File: src/rtl/spi_pkg.sv
// spi_pkg: shared types and helpers for the SPI slave stream block.
// Holds the FSM state enum, mode bit positions and the edge-role decode.
package spi_pkg;

    typedef enum logic [1:0] {
        IDLE = 2'd0,
        LOAD = 2'd1,
        XFER = 2'd2
    } state_e;

    localparam int CPOL_BIT = 1;
    localparam int CPHA_BIT = 0;

    // Mode 0 and 3 sample on the rising sclk edge, modes 1 and 2 on falling.
    function automatic logic sample_on_rise(input logic [1:0] m);
        return ~(m[CPOL_BIT] ^ m[CPHA_BIT]);
    endfunction

endpackage

File: src/rtl/spi_slave_stream_if.sv
// spi_slave_stream_if: word stream handshake between datapath and SPI slave.
// The datapath side uses the master modport, the slave block the slave one.
interface spi_slave_stream_if #(
    parameter int DATA_WIDTH = 8
);
    logic [DATA_WIDTH-1:0] tx_data;
    logic                  tx_valid;
    logic                  tx_ready;
    logic [DATA_WIDTH-1:0] rx_data;
    logic                  rx_valid;

    modport master (
        output tx_data,
        output tx_valid,
        input  tx_ready,
        input  rx_data,
        input  rx_valid
    );

    modport slave (
        input  tx_data,
        input  tx_valid,
        output tx_ready,
        output rx_data,
        output rx_valid
    );
endinterface

File: src/rtl/spi_edge_sync.sv
// spi_edge_sync: pin registration and edge detect for sclk, csn and mosi.
// SPI_SLAVE_SYNC_EN adds two-flop synchronisers ahead of the edge register.
module spi_edge_sync (
    input  logic clk,
    input  logic arst,
    input  logic cpol,
    input  logic sclk,
    input  logic csn,
    input  logic mosi,
    output logic sclk_rise,
    output logic sclk_fall,
    output logic csn_fall,
    output logic csn_rise,
    output logic mosi_s
);
    logic       sclk_in, csn_in, mosi_in;
    logic       sclk_s_q, csn_s_q, mosi_s_q;
    logic       sclk_prev_q, csn_prev_q;
    logic [1:0] fill_q;
    logic       armed_q;

`ifdef SPI_SLAVE_SYNC_EN
    localparam logic [1:0] FILL = 2'd3;
    logic [1:0] sclk_m_q, csn_m_q, mosi_m_q;

    always_ff @(posedge clk or posedge arst) begin
        if (arst) begin
            sclk_m_q <= '0;
            csn_m_q  <= '1;
            mosi_m_q <= '0;
        end else begin
            sclk_m_q <= {sclk_m_q[0], sclk};
            csn_m_q  <= {csn_m_q[0], csn};
            mosi_m_q <= {mosi_m_q[0], mosi};
        end
    end

    assign sclk_in = sclk_m_q[1];
    assign csn_in  = csn_m_q[1];
    assign mosi_in = mosi_m_q[1];
`else
    localparam logic [1:0] FILL = 2'd1;

    assign sclk_in = sclk;
    assign csn_in  = csn;
    assign mosi_in = mosi;
`endif

    // A csn low seen only through the reset preset must not start a frame.
    always_ff @(posedge clk or posedge arst) begin
        if (arst) begin
            sclk_s_q    <= 1'b0;
            csn_s_q     <= 1'b1;
            mosi_s_q    <= 1'b0;
            sclk_prev_q <= 1'b0;
            csn_prev_q  <= 1'b1;
            fill_q      <= '0;
            armed_q     <= 1'b0;
        end else begin
            sclk_s_q    <= sclk_in;
            csn_s_q     <= csn_in;
            mosi_s_q    <= mosi_in;
            csn_prev_q  <= csn_s_q;
            sclk_prev_q <= csn_fall ? cpol : sclk_s_q;
            if (fill_q != FILL) begin
                fill_q <= fill_q + 2'd1;
            end else if (csn_s_q) begin
                armed_q <= 1'b1;
            end
        end
    end

    assign csn_fall  = armed_q & csn_prev_q & ~csn_s_q;
    assign csn_rise  = ~csn_prev_q & csn_s_q;
    assign sclk_rise = sclk_s_q & ~sclk_prev_q;
    assign sclk_fall = ~sclk_s_q & sclk_prev_q;
    assign mosi_s    = mosi_s_q;

endmodule

File: src/rtl/spi_slave_stream.sv
// spi_slave_stream: SPI slave streaming multi-word frames, runtime mode.
// Synchroniser depth is selected by SPI_SLAVE_SYNC_EN inside spi_edge_sync.
module spi_slave_stream
    import spi_pkg::*;
#(
    parameter int DATA_WIDTH = 8,
    parameter bit MSB_FIRST  = 1'b1,
    parameter int CNT_WIDTH  = 8
) (
    input  logic                 clk,
    input  logic                 arst,
    input  logic [1:0]           mode,
    input  logic                 sclk,
    input  logic                 csn,
    input  logic                 mosi,
    output logic                 miso,
    spi_slave_stream_if.slave    bus,
    output logic                 frame_active,
    output logic [CNT_WIDTH-1:0] word_cnt,
    output logic                 underrun,
    output logic                 frame_err
);
    localparam int BW = $clog2(DATA_WIDTH + 1);

    logic sclk_rise, sclk_fall, csn_fall, csn_rise, mosi_s;

    spi_edge_sync u_sync (
        .clk       (clk),
        .arst      (arst),
        .cpol      (mode[CPOL_BIT]),
        .sclk      (sclk),
        .csn       (csn),
        .mosi      (mosi),
        .sclk_rise (sclk_rise),
        .sclk_fall (sclk_fall),
        .csn_fall  (csn_fall),
        .csn_rise  (csn_rise),
        .mosi_s    (mosi_s)
    );

    state_e                state_q;
    logic [1:0]            mode_q;
    logic [BW-1:0]         bit_cnt_q;
    logic [DATA_WIDTH-1:0] shreg_q;
    logic [DATA_WIDTH-1:0] rx_shreg_q, rx_shreg_d;
    logic [DATA_WIDTH-1:0] rx_data_q;
    logic [CNT_WIDTH-1:0]  word_cnt_q;
    logic                  rx_valid_q, underrun_q, frame_err_q;
    logic                  frame_active_q;
    logic                  sample_edge, shift_edge, last_bit, load_now;

    always_comb begin
        sample_edge = 1'b0;
        shift_edge  = 1'b0;
        if (state_q == XFER) begin
            if (sample_on_rise(mode_q)) begin
                sample_edge = sclk_rise;
                shift_edge  = sclk_fall;
            end else begin
                sample_edge = sclk_fall;
                shift_edge  = sclk_rise;
            end
        end
        last_bit = sample_edge && (bit_cnt_q == BW'(DATA_WIDTH - 1));
        // Shift edges with no bit yet sampled in the word are load edges.
        load_now = !csn_rise &&
                   ((state_q == LOAD && !mode_q[CPHA_BIT]) ||
                    (shift_edge && bit_cnt_q == '0));
        rx_shreg_d = MSB_FIRST ? {rx_shreg_q[DATA_WIDTH-2:0], mosi_s}
                               : {mosi_s, rx_shreg_q[DATA_WIDTH-1:1]};
    end

    always_ff @(posedge clk or posedge arst) begin
        if (arst) begin
            state_q        <= IDLE;
            mode_q         <= '0;
            bit_cnt_q      <= '0;
            shreg_q        <= '0;
            rx_shreg_q     <= '0;
            rx_data_q      <= '0;
            word_cnt_q     <= '0;
            rx_valid_q     <= 1'b0;
            underrun_q     <= 1'b0;
            frame_err_q    <= 1'b0;
            frame_active_q <= 1'b0;
        end else begin
            rx_valid_q  <= 1'b0;
            underrun_q  <= 1'b0;
            frame_err_q <= 1'b0;

            if (load_now) begin
                shreg_q    <= bus.tx_valid ? bus.tx_data : '0;
                underrun_q <= !bus.tx_valid;
            end else if (shift_edge) begin
                shreg_q <= MSB_FIRST ? {shreg_q[DATA_WIDTH-2:0], 1'b0}
                                     : {1'b0, shreg_q[DATA_WIDTH-1:1]};
            end

            if (sample_edge) begin
                rx_shreg_q <= rx_shreg_d;
                if (last_bit) begin
                    bit_cnt_q  <= '0;
                    rx_data_q  <= rx_shreg_d;
                    rx_valid_q <= 1'b1;
                    if (word_cnt_q != '1) begin
                        word_cnt_q <= word_cnt_q + 1'b1;
                    end
                end else begin
                    bit_cnt_q <= bit_cnt_q + 1'b1;
                end
            end

            unique case (state_q)
                IDLE: begin
                    if (csn_fall) begin
                        mode_q         <= mode;
                        bit_cnt_q      <= '0;
                        word_cnt_q     <= '0;
                        frame_active_q <= 1'b1;
                        state_q        <= LOAD;
                    end
                end
                LOAD: begin
                    if (csn_rise) begin
                        frame_active_q <= 1'b0;
                        state_q        <= IDLE;
                    end else begin
                        state_q <= XFER;
                    end
                end
                XFER: begin
                    if (csn_rise) begin
                        // A word completing on this very cycle is not partial.
                        frame_err_q    <= (bit_cnt_q != '0) && !last_bit;
                        bit_cnt_q      <= '0;
                        frame_active_q <= 1'b0;
                        state_q        <= IDLE;
                    end
                end
                default: state_q <= IDLE;
            endcase
        end
    end

    assign miso         = MSB_FIRST ? shreg_q[DATA_WIDTH-1] : shreg_q[0];
    assign bus.tx_ready = load_now;
    assign bus.rx_data  = rx_data_q;
    assign bus.rx_valid = rx_valid_q;
    assign frame_active = frame_active_q;
    assign word_cnt     = word_cnt_q;
    assign underrun     = underrun_q;
    assign frame_err    = frame_err_q;

endmodule
File: src/flat_wrapper.sv
// flat-port wrapper written by rule: the top's interface ports become plain ports
module spi_slave_stream_flat import spi_pkg::*;
#(
    parameter int DATA_WIDTH = 8,
    parameter bit MSB_FIRST  = 1'b1,
    parameter int CNT_WIDTH  = 8
)
  (clk, arst, mode, sclk, csn, mosi, miso, frame_active, word_cnt, underrun, frame_err, bus_tx_data, bus_tx_valid, bus_tx_ready, bus_rx_data, bus_rx_valid);
  spi_slave_stream_if #(.DATA_WIDTH(DATA_WIDTH)) bus_i ();
  input  logic clk;
  input  logic arst;
  input  logic [1:0] mode;
  input  logic sclk;
  input  logic csn;
  input  logic mosi;
  output logic miso;
  output logic frame_active;
  output logic [CNT_WIDTH-1:0] word_cnt;
  output logic underrun;
  output logic frame_err;
  input wire logic [$bits(bus_i.tx_data)-1:0] bus_tx_data;
  input wire logic [$bits(bus_i.tx_valid)-1:0] bus_tx_valid;
  output wire logic [$bits(bus_i.tx_ready)-1:0] bus_tx_ready;
  output wire logic [$bits(bus_i.rx_data)-1:0] bus_rx_data;
  output wire logic [$bits(bus_i.rx_valid)-1:0] bus_rx_valid;
  assign bus_i.tx_data = bus_tx_data;
  assign bus_i.tx_valid = bus_tx_valid;
  assign bus_tx_ready = bus_i.tx_ready;
  assign bus_rx_data = bus_i.rx_data;
  assign bus_rx_valid = bus_i.rx_valid;
  spi_slave_stream #(.DATA_WIDTH(DATA_WIDTH), .MSB_FIRST(MSB_FIRST), .CNT_WIDTH(CNT_WIDTH)) u_core (.clk(clk), .arst(arst), .mode(mode), .sclk(sclk), .csn(csn), .mosi(mosi), .miso(miso), .bus(bus_i), .frame_active(frame_active), .word_cnt(word_cnt), .underrun(underrun), .frame_err(frame_err));
endmodule
File: config.mk
export PLATFORM = sky130hd
export DESIGN_NAME = spi_slave_stream_flat
export DESIGN_NICKNAME = d
export VERILOG_FILES = /design/src/rtl/spi_pkg.sv /design/src/rtl/spi_slave_stream_if.sv /design/src/rtl/spi_edge_sync.sv /design/src/rtl/spi_slave_stream.sv /design/src/flat_wrapper.sv
export SDC_FILE = /design/constraint.sdc
export NUM_CORES = 1
export LEC_CHECK = 0
export CAP_MARGIN = 20
export CORE_MARGIN = 3
export CORE_UTILIZATION = 35
export CTS_CLUSTER_SIZE = 25
export DETAILED_ROUTE_END_ITERATION = 6
export GPL_TIMING_DRIVEN = 1
export PLACE_DENSITY = 0.58
export SLEW_MARGIN = 20
export SYNTH_ARGS = -nofsm -noshare
export SYNTH_HDL_FRONTEND = slang
export SYNTH_HIERARCHICAL = 1
export SYNTH_SLANG_ARGS = --single-unit
File: constraint.sdc
create_clock -name clk -period 4.8 [get_ports clk]
set_input_delay 1.44 -clock clk [delete_from_list [all_inputs] [get_ports clk]]
set_output_delay 1.44 -clock clk [all_outputs]
set_load 0.01 [all_outputs]
==> impl_metrics.tcl, run 1 <==
set metrics [dict create \
    run_status "finished clean" \
    drt_first_pass_iters 4 \
    r2r_cells 8 \
    postSynth.asyncResetShare 1.00 \
    synthesis_warnings 6 \
    finalSetupTns_ns 0 \
    cp_cell_sequence "inv_1 -> ha_1 -> nor3b_1 -> a41o_1 -> clkdlybuf4s50_1" \
    vdd_drop_max_mv 0.158 \
    synth.cell_area_um2 2440 \
    timing.critical_path.required_ns 3.36 \
    worst_hold_path_type "reg2reg" \
    cpLargestDelayFamily "simple AND/OR/NAND/NOR gates" \
    synth_largest_type_area_fraction 0.503 \
    pwr_density_cell_nw_per_um2 416 \
    dieArea_um2 8000 \
    cts_tree "yes" \
    synth_mux_area_frac 0.0699 \
    total_cts_buffers 5 \
    rr_startpoint "u_core/state_q[0]" \
    finalClockSkew_ns 0.0103 \
    cpPeakStageDelay_ns 0.72 \
    cts_root_cell "sky130_fd_sc_hd__clkbuf_8" \
    final_cell_mix "sky130_fd_sc_hd__dfrtp_1 (49), sky130_fd_sc_hd__nand2_1 (42), sky130_fd_sc_hd__clkdlybuf4s50_1 (37)" \
    drt.antenna.violating_nets 0 \
    clock_tree_buf_depth 2 \
    drive_gt1_frac 0.100 \
    tritoncts_num_sinks 51 \
    synth_xor_area_frac 0.0103 \
    multiInputGateArea_um2 1070 \
    maxSlewHeadroom 0.425 \
    p_leak_nw 1.35 \
    compound_gate_portion_of_the_synthesized_area 0.122 \
    min_from "u_core/u_sync/csn_s_q" \
    routed_wl_per_cell_um 14.2 \
    hold_path_depth 0 \
    worstSkewPairLatency_ns 0.30 \
    cpMaxStageDelayCell "sky130_fd_sc_hd__nor3b_1" \
    library_cell_with_the_largest_summed_area_after_synthesis "sky130_fd_sc_hd__dfrtp_1" \
    cts_setup_buffers 0 \
    buffer_ports.inserted 37 \
    largest_family_of_logic_cells_by_synthesized_area "simple AND/OR/NAND/NOR gates" \
    crit_reg_reg_endpoint "u_core/bus.rx_data[7]" \
    gp_congestion 0.749 \
    seq_area_frac_synth 0.525 \
    layout_commonest_cell "sky130_fd_sc_hd__dfrtp_1" \
    groute.usage.overall 0.142 \
    r2r_slack_ns 2.69 \
    drv_slew 0 \
    hold_viol 0 \
    start_util 0.373 \
    power.total_mw 1.25 \
    vias_per_cell 5.27 \
    place_hpwl_um 3590 \
    hold_end "u_core/u_sync/csn_prev_q" \
    min_period_over_period 0.817 \
    drt_first_iter_violations 78 \
    grt_pass1_vias 1870 \
    placementRows 29 \
    die_y_um 89.4 \
    area_growth_synth_to_finish_pct 23.3 \
    maximum_number_of_pins_on_one_net_before_global_route_repair 44 \
    clkTransAtPathRegs_ns 0.10 \
    cts.hold.buffers_added 0 \
    fill_cell_instance_count_of_the_final_layout 631 \
    synth.top_cells.by_area "sky130_fd_sc_hd__dfrtp_1 (50%), sky130_fd_sc_hd__nand2_1 (6.5%), sky130_fd_sc_hd__mux2_2 (3.7%)" \
    route.vias.total 1880 \
    critical_path.max_fanout 8 \
    postSynthAreaPerCell_um2 10.2 \
    finalWorstPathRequiredPeriod_ns 3.92 \
    coreArea_um2 6530 \
    setup_violations 0 \
    cp-startpoint "u_core/state_q[1]" \
    cts_repair_resize_count 0 \
    start_kind "flop" \
    synth_simple_gate_area_share 0.203 \
    drt_wl_total_um 5090 \
    cts_max_level 2 \
    postSynthNetCount 263 \
    antenna_found_initial 0 \
    sequential_cell_area_um2 1280 \
    number_of_enable_flip_flop_cells_after_synthesis 0 \
    antenna_cells 0 \
    drv.max_cap_violation_count 0 \
    worst-slew-pin-transition_ns 0.861 \
    synth.lib_cells_used.distinct 45 \
    arrival_ns 2.48 \
    final_nets 302 \
    number_of_instances_in_the_synthesized_netlist 240 \
    yosys_register_bits 51 \
    crit_path_class "reg2out" \
    chipWidth_um 89.4 \
    path_buf_inv 2 \
    residual_drc 0 \
    ios 38 \
    grt-ovfl-total 0 \
    grt_first_pass_wirelength_um 8870 \
    synthFlopType "sky130_fd_sc_hd__dfrtp_1" \
    rsz0062_at_grt "no" \
    synth_adder_area_share 0.0360 \
    layout.cell_area.non_filler_um2 3000 \
    max_freq_mhz 255 \
    placed_area_um2 2890 \
    crit_path_end_kind "output pin" \
]
flip-flops by register name (all words and copies together) (netlist names):
signal / flops
u_core/mode_q: 2
u_core/u_sync/sclk_s_q: 1
u_core/u_sync/csn_prev_q: 1
u_core/bus.rx_valid: 1
u_core/u_sync/mosi_s: 1
u_core/word_cnt: 8
u_core/u_sync/fill_q: 2
u_core/bus.rx_data: 8
u_core/u_sync/sclk_prev_q: 1
u_core/u_sync/armed_q: 1
u_core/bit_cnt_q: 4
u_core/state_q: 2
u_core/frame_err: 1
u_core/u_sync/csn_s_q: 1
u_core/frame_active: 1
u_core/rx_shreg_q: 7
u_core/shreg_q: 8
u_core/underrun: 1
synthesized netlist by cell type (5+ instances only):
cell type and instances:
sky130_fd_sc_hd__dfrtp_1 49, sky130_fd_sc_hd__nand2_1 42, sky130_fd_sc_hd__nor2_1 12, sky130_fd_sc_hd__a21oi_1 11, sky130_fd_sc_hd__inv_1 11, sky130_fd_sc_hd__mux2_2 8, sky130_fd_sc_hd__a211oi_1 7, sky130_fd_sc_hd__and2_1 7
sky130_fd_sc_hd__ha_1 7, sky130_fd_sc_hd__nand3_1 7, sky130_fd_sc_hd__nor3_1 7, sky130_fd_sc_hd__o21ai_0 7, sky130_fd_sc_hd__o22ai_1 6, sky130_fd_sc_hd__mux2i_1 5
worst max path at each step:
stage / depth (start not counted) / end
after floorplan: 5 / bus_tx_ready
after global placement: 5 / bus_tx_ready
after detailed placement: 5 / bus_tx_ready
after CTS: 5 / bus_tx_ready
after global routing: 5 / bus_tx_ready
final: 5 / bus_tx_ready
cell type report:
cell class              count  area share
clock buffers               5      0.0229
clock inverters             3      0.0154
inverters                  12      0.0150
multi-input cells         169       0.358
flip-flops and latches     51       0.426
well taps                  77      0.0321
repair buffers             40       0.131
where the power goes:
| group | switching, mW | internal (mW) | leakage, nW |
|---|---|---|---|
| clock | 0.144 | 0.157 | 0.0548 |
| sequential | 0.0547 | 0.509 | 0.658 |
| combinational | 0.215 | 0.169 | 0.636 |
| total | 0.414 | 0.835 | 1.35 |
layer usage:
layer / global-route usage / wire length, um / vias to the layer above
met4: 0.0541 / 80 / 0
li1: - / - / 925
met2: 0.220 / 2380 / 39
met1: 0.196 / 2460 / 910
met3: 0.0304 / 159 / 6
met5: 0 / 0 / -
per-stage QoR:
step                      cells   util  hold WS [ns]  worst slack (ns)
final                       357  0.460         0.398             0.880
after global routing        357  0.460         0.414             0.627
after CTS                   357  0.460         0.400             0.834
after detailed placement    349  0.442         0.372              1.18
after global placement      349  0.442         0.367              1.26
after floorplan             240      -         0.363              1.95
cells by family (layout without fill, tap and decap cells):
group                    Yosys count  in the layout
AO/OA/AOI/OAI                     45             45
XOR/XNOR                           2              2
adder cells (fa/ha/maj)            7              7
buffers and inverters             20             60
flip-flops                        51             51
multiplexers                      15             15
AND/OR/NAND/NOR                  100            100
No activity file was read; power rests on OpenSTA's default activity.
==> run 2: changes to the inputs <==
PLACE_DENSITY = 0.6   (was 0.58)
clock period = 3.6 ns   (was 4.8 ns; I/O delays follow)
==> impl_metrics.tcl, run 2 (same netlist as run 1, synthesis figures left out) <==
set metrics [dict create \
    run_status "finished clean" \
    finalClockSkew_ns 0.00573 \
    cts_root_cell "sky130_fd_sc_hd__clkbuf_8" \
    drt_first_pass_iters 4 \
    fin_worst_hold_slack_ns 0.388 \
    grt-ovfl-total 0 \
    detailedPlace.worstSlack_ns 0.295 \
    residual_drc 0 \
    groute.usage.overall 0.142 \
    gp_congestion 0.751 \
    finalSetupTns_ns 0 \
    drt_first_iter_violations 81 \
    start_util 0.373 \
    chipWidth_um 89.4 \
    maximum_number_of_pins_on_one_net_before_global_route_repair 44 \
    vias_per_cell 5.27 \
    postLayoutCoreUtil 0.461 \
    critical_path.max_fanout 8 \
    worstSkewPairLatency_ns 0.30 \
    min_period_over_period 0.929 \
    coreArea_um2 6530 \
    dieArea_um2 8000 \
    crit_reg_reg_endpoint "u_core/bus.rx_data[3]" \
    routed_wl_per_cell_um 14.8 \
    cts_tree "yes" \
    rr_startpoint "u_core/state_q[0]" \
    fill_cell_instance_count_of_the_final_layout 633 \
    final_cell_mix "sky130_fd_sc_hd__dfrtp_1 (49), sky130_fd_sc_hd__nand2_1 (42), sky130_fd_sc_hd__clkdlybuf4s50_1 (37)" \
    antenna_found_initial 0 \
    vdd_drop_max_mv 0.205 \
    crit_path_class "reg2out" \
    finalWorstPathRequiredPeriod_ns 3.34 \
    crit_path_end_kind "output pin" \
    cts_setup_buffers 0 \
    total_cts_buffers 5 \
    worst-slew-pin-transition_ns 0.554 \
    min_from "u_core/u_sync/csn_s_q" \
    rsz0062_at_grt "no" \
    placementRows 29 \
    area_growth_synth_to_finish_pct 23.6 \
    worst_hold_path_type "reg2reg" \
    tritoncts_num_sinks 51 \
    drt_wl_total_um 5270 \
    drt.antenna.violating_nets 0 \
    final_nets 302 \
    r2r_slack_ns 1.50 \
    antenna_cells 0 \
    hold_end "u_core/u_sync/csn_prev_q" \
    cts_max_level 2 \
    route.vias.total 1880 \
    grt_pass1_vias 1782 \
    drv_slew 0 \
    place_hpwl_um 3670 \
    r2r_cells 8 \
    worst_slack_ns 0.256 \
    pwr_density_cell_nw_per_um2 562 \
    grt_first_pass_wirelength_um 8650 \
    hold_path_depth 0 \
    setup_violations 0 \
    layout_commonest_cell "sky130_fd_sc_hd__dfrtp_1" \
    hold_viol 0 \
    die_y_um 89.4 \
    clkTransAtPathRegs_ns 0.09 \
    arrival_ns 2.26 \
    maxSlewHeadroom 0.631 \
    drive_gt1_frac 0.104 \
    ios 38 \
    drv.max_cap_violation_count 0 \
    timing.critical_path.required_ns 2.52 \
    start_kind "flop" \
    buffer_ports.inserted 37 \
    p_leak_nw 1.36 \
    clock_tree_buf_depth 2 \
    max_freq_mhz 299 \
]
==> run 2: cell count changes in the layout (fill, tap and decap cells not counted), sizes merged <==
| cell | change |
|---|---|
| clkinv | +1 |
| clkinvlp | -1 |
| clkbuf | +1 |
| inv | -1 |
==> run 2: final cells by class <==
| class | count | area, um^2 | area share |
|---|---|---|---|
| Inverter | 12 | 45.0 | 0.0150 |
| Multi-Input combinational cell | 169 | 1080 | 0.359 |
| Clock inverter | 2 | 35.0 | 0.0116 |
| Sequential cell | 51 | 1280 | 0.425 |
| Timing Repair Buffer | 40 | 393 | 0.131 |
| Tap cell | 77 | 96.3 | 0.0320 |
| Clock buffer | 6 | 82.6 | 0.0274 |
==> run 2: worst max-delay path by stage <==
| stage | startpoint | end | slack, ns | depth (start not counted) |
|---|---|---|---|---|
| floorplan | u_core/state_q[0] | bus_tx_ready | 1.11 | 5 |
| finish | u_core/state_q[1] | bus_tx_ready | 0.26 | 5 |
| global route | u_core/state_q[1] | bus_tx_ready | 0.10 | 5 |
| global placement | u_core/state_q[1] | bus_tx_ready | 0.37 | 5 |
| detailed placement | u_core/state_q[1] | bus_tx_ready | 0.30 | 5 |
| CTS | u_core/state_q[0] | bus_tx_ready | 0.25 | 6 |
==> run 2: timing repair <==
action / in CTS / in global routing
setup endpoints to repair: 1 / 0
hold buffers: 0 / 0
gates resized for setup: 1 / 0
==> run 2: worst max-delay path, stage by stage (launching register included) <==
cell and delay (ns):
sky130_fd_sc_hd__dfrtp_1 0.41, sky130_fd_sc_hd__inv_1 0.10, sky130_fd_sc_hd__ha_1 0.19, sky130_fd_sc_hd__nor3b_2 0.48
sky130_fd_sc_hd__a41o_1 0.23, sky130_fd_sc_hd__clkdlybuf4s50_1 0.56
==> run 2: stage by stage <==
step | instances | instance area (um^2) | total power [mW]
after floorplan | 240 | 2440 | 1.12
after global placement | 349 | 2890 | 1.27
after detailed placement | 349 | 2890 | 1.29
after CTS | 357 | 3010 | 1.71
after global routing | 357 | 3010 | 1.81
final | 357 | 3010 | 1.69
==> run 2: routing by layer <==
layer  vias to the layer above  track usage  wire, um
met1                       917        0.191      2580
met3                         9       0.0369       168
met5                         -            0         0
met2                        31        0.216      2420
li1                        923            -         -
met4                         0       0.0595       104
==> run 2: report_power, final <==
part           switching (mW)  total (mW)  internal, mW
clock                   0.189       0.414         0.225
sequential             0.0751       0.754         0.679
combinational           0.297       0.523         0.226
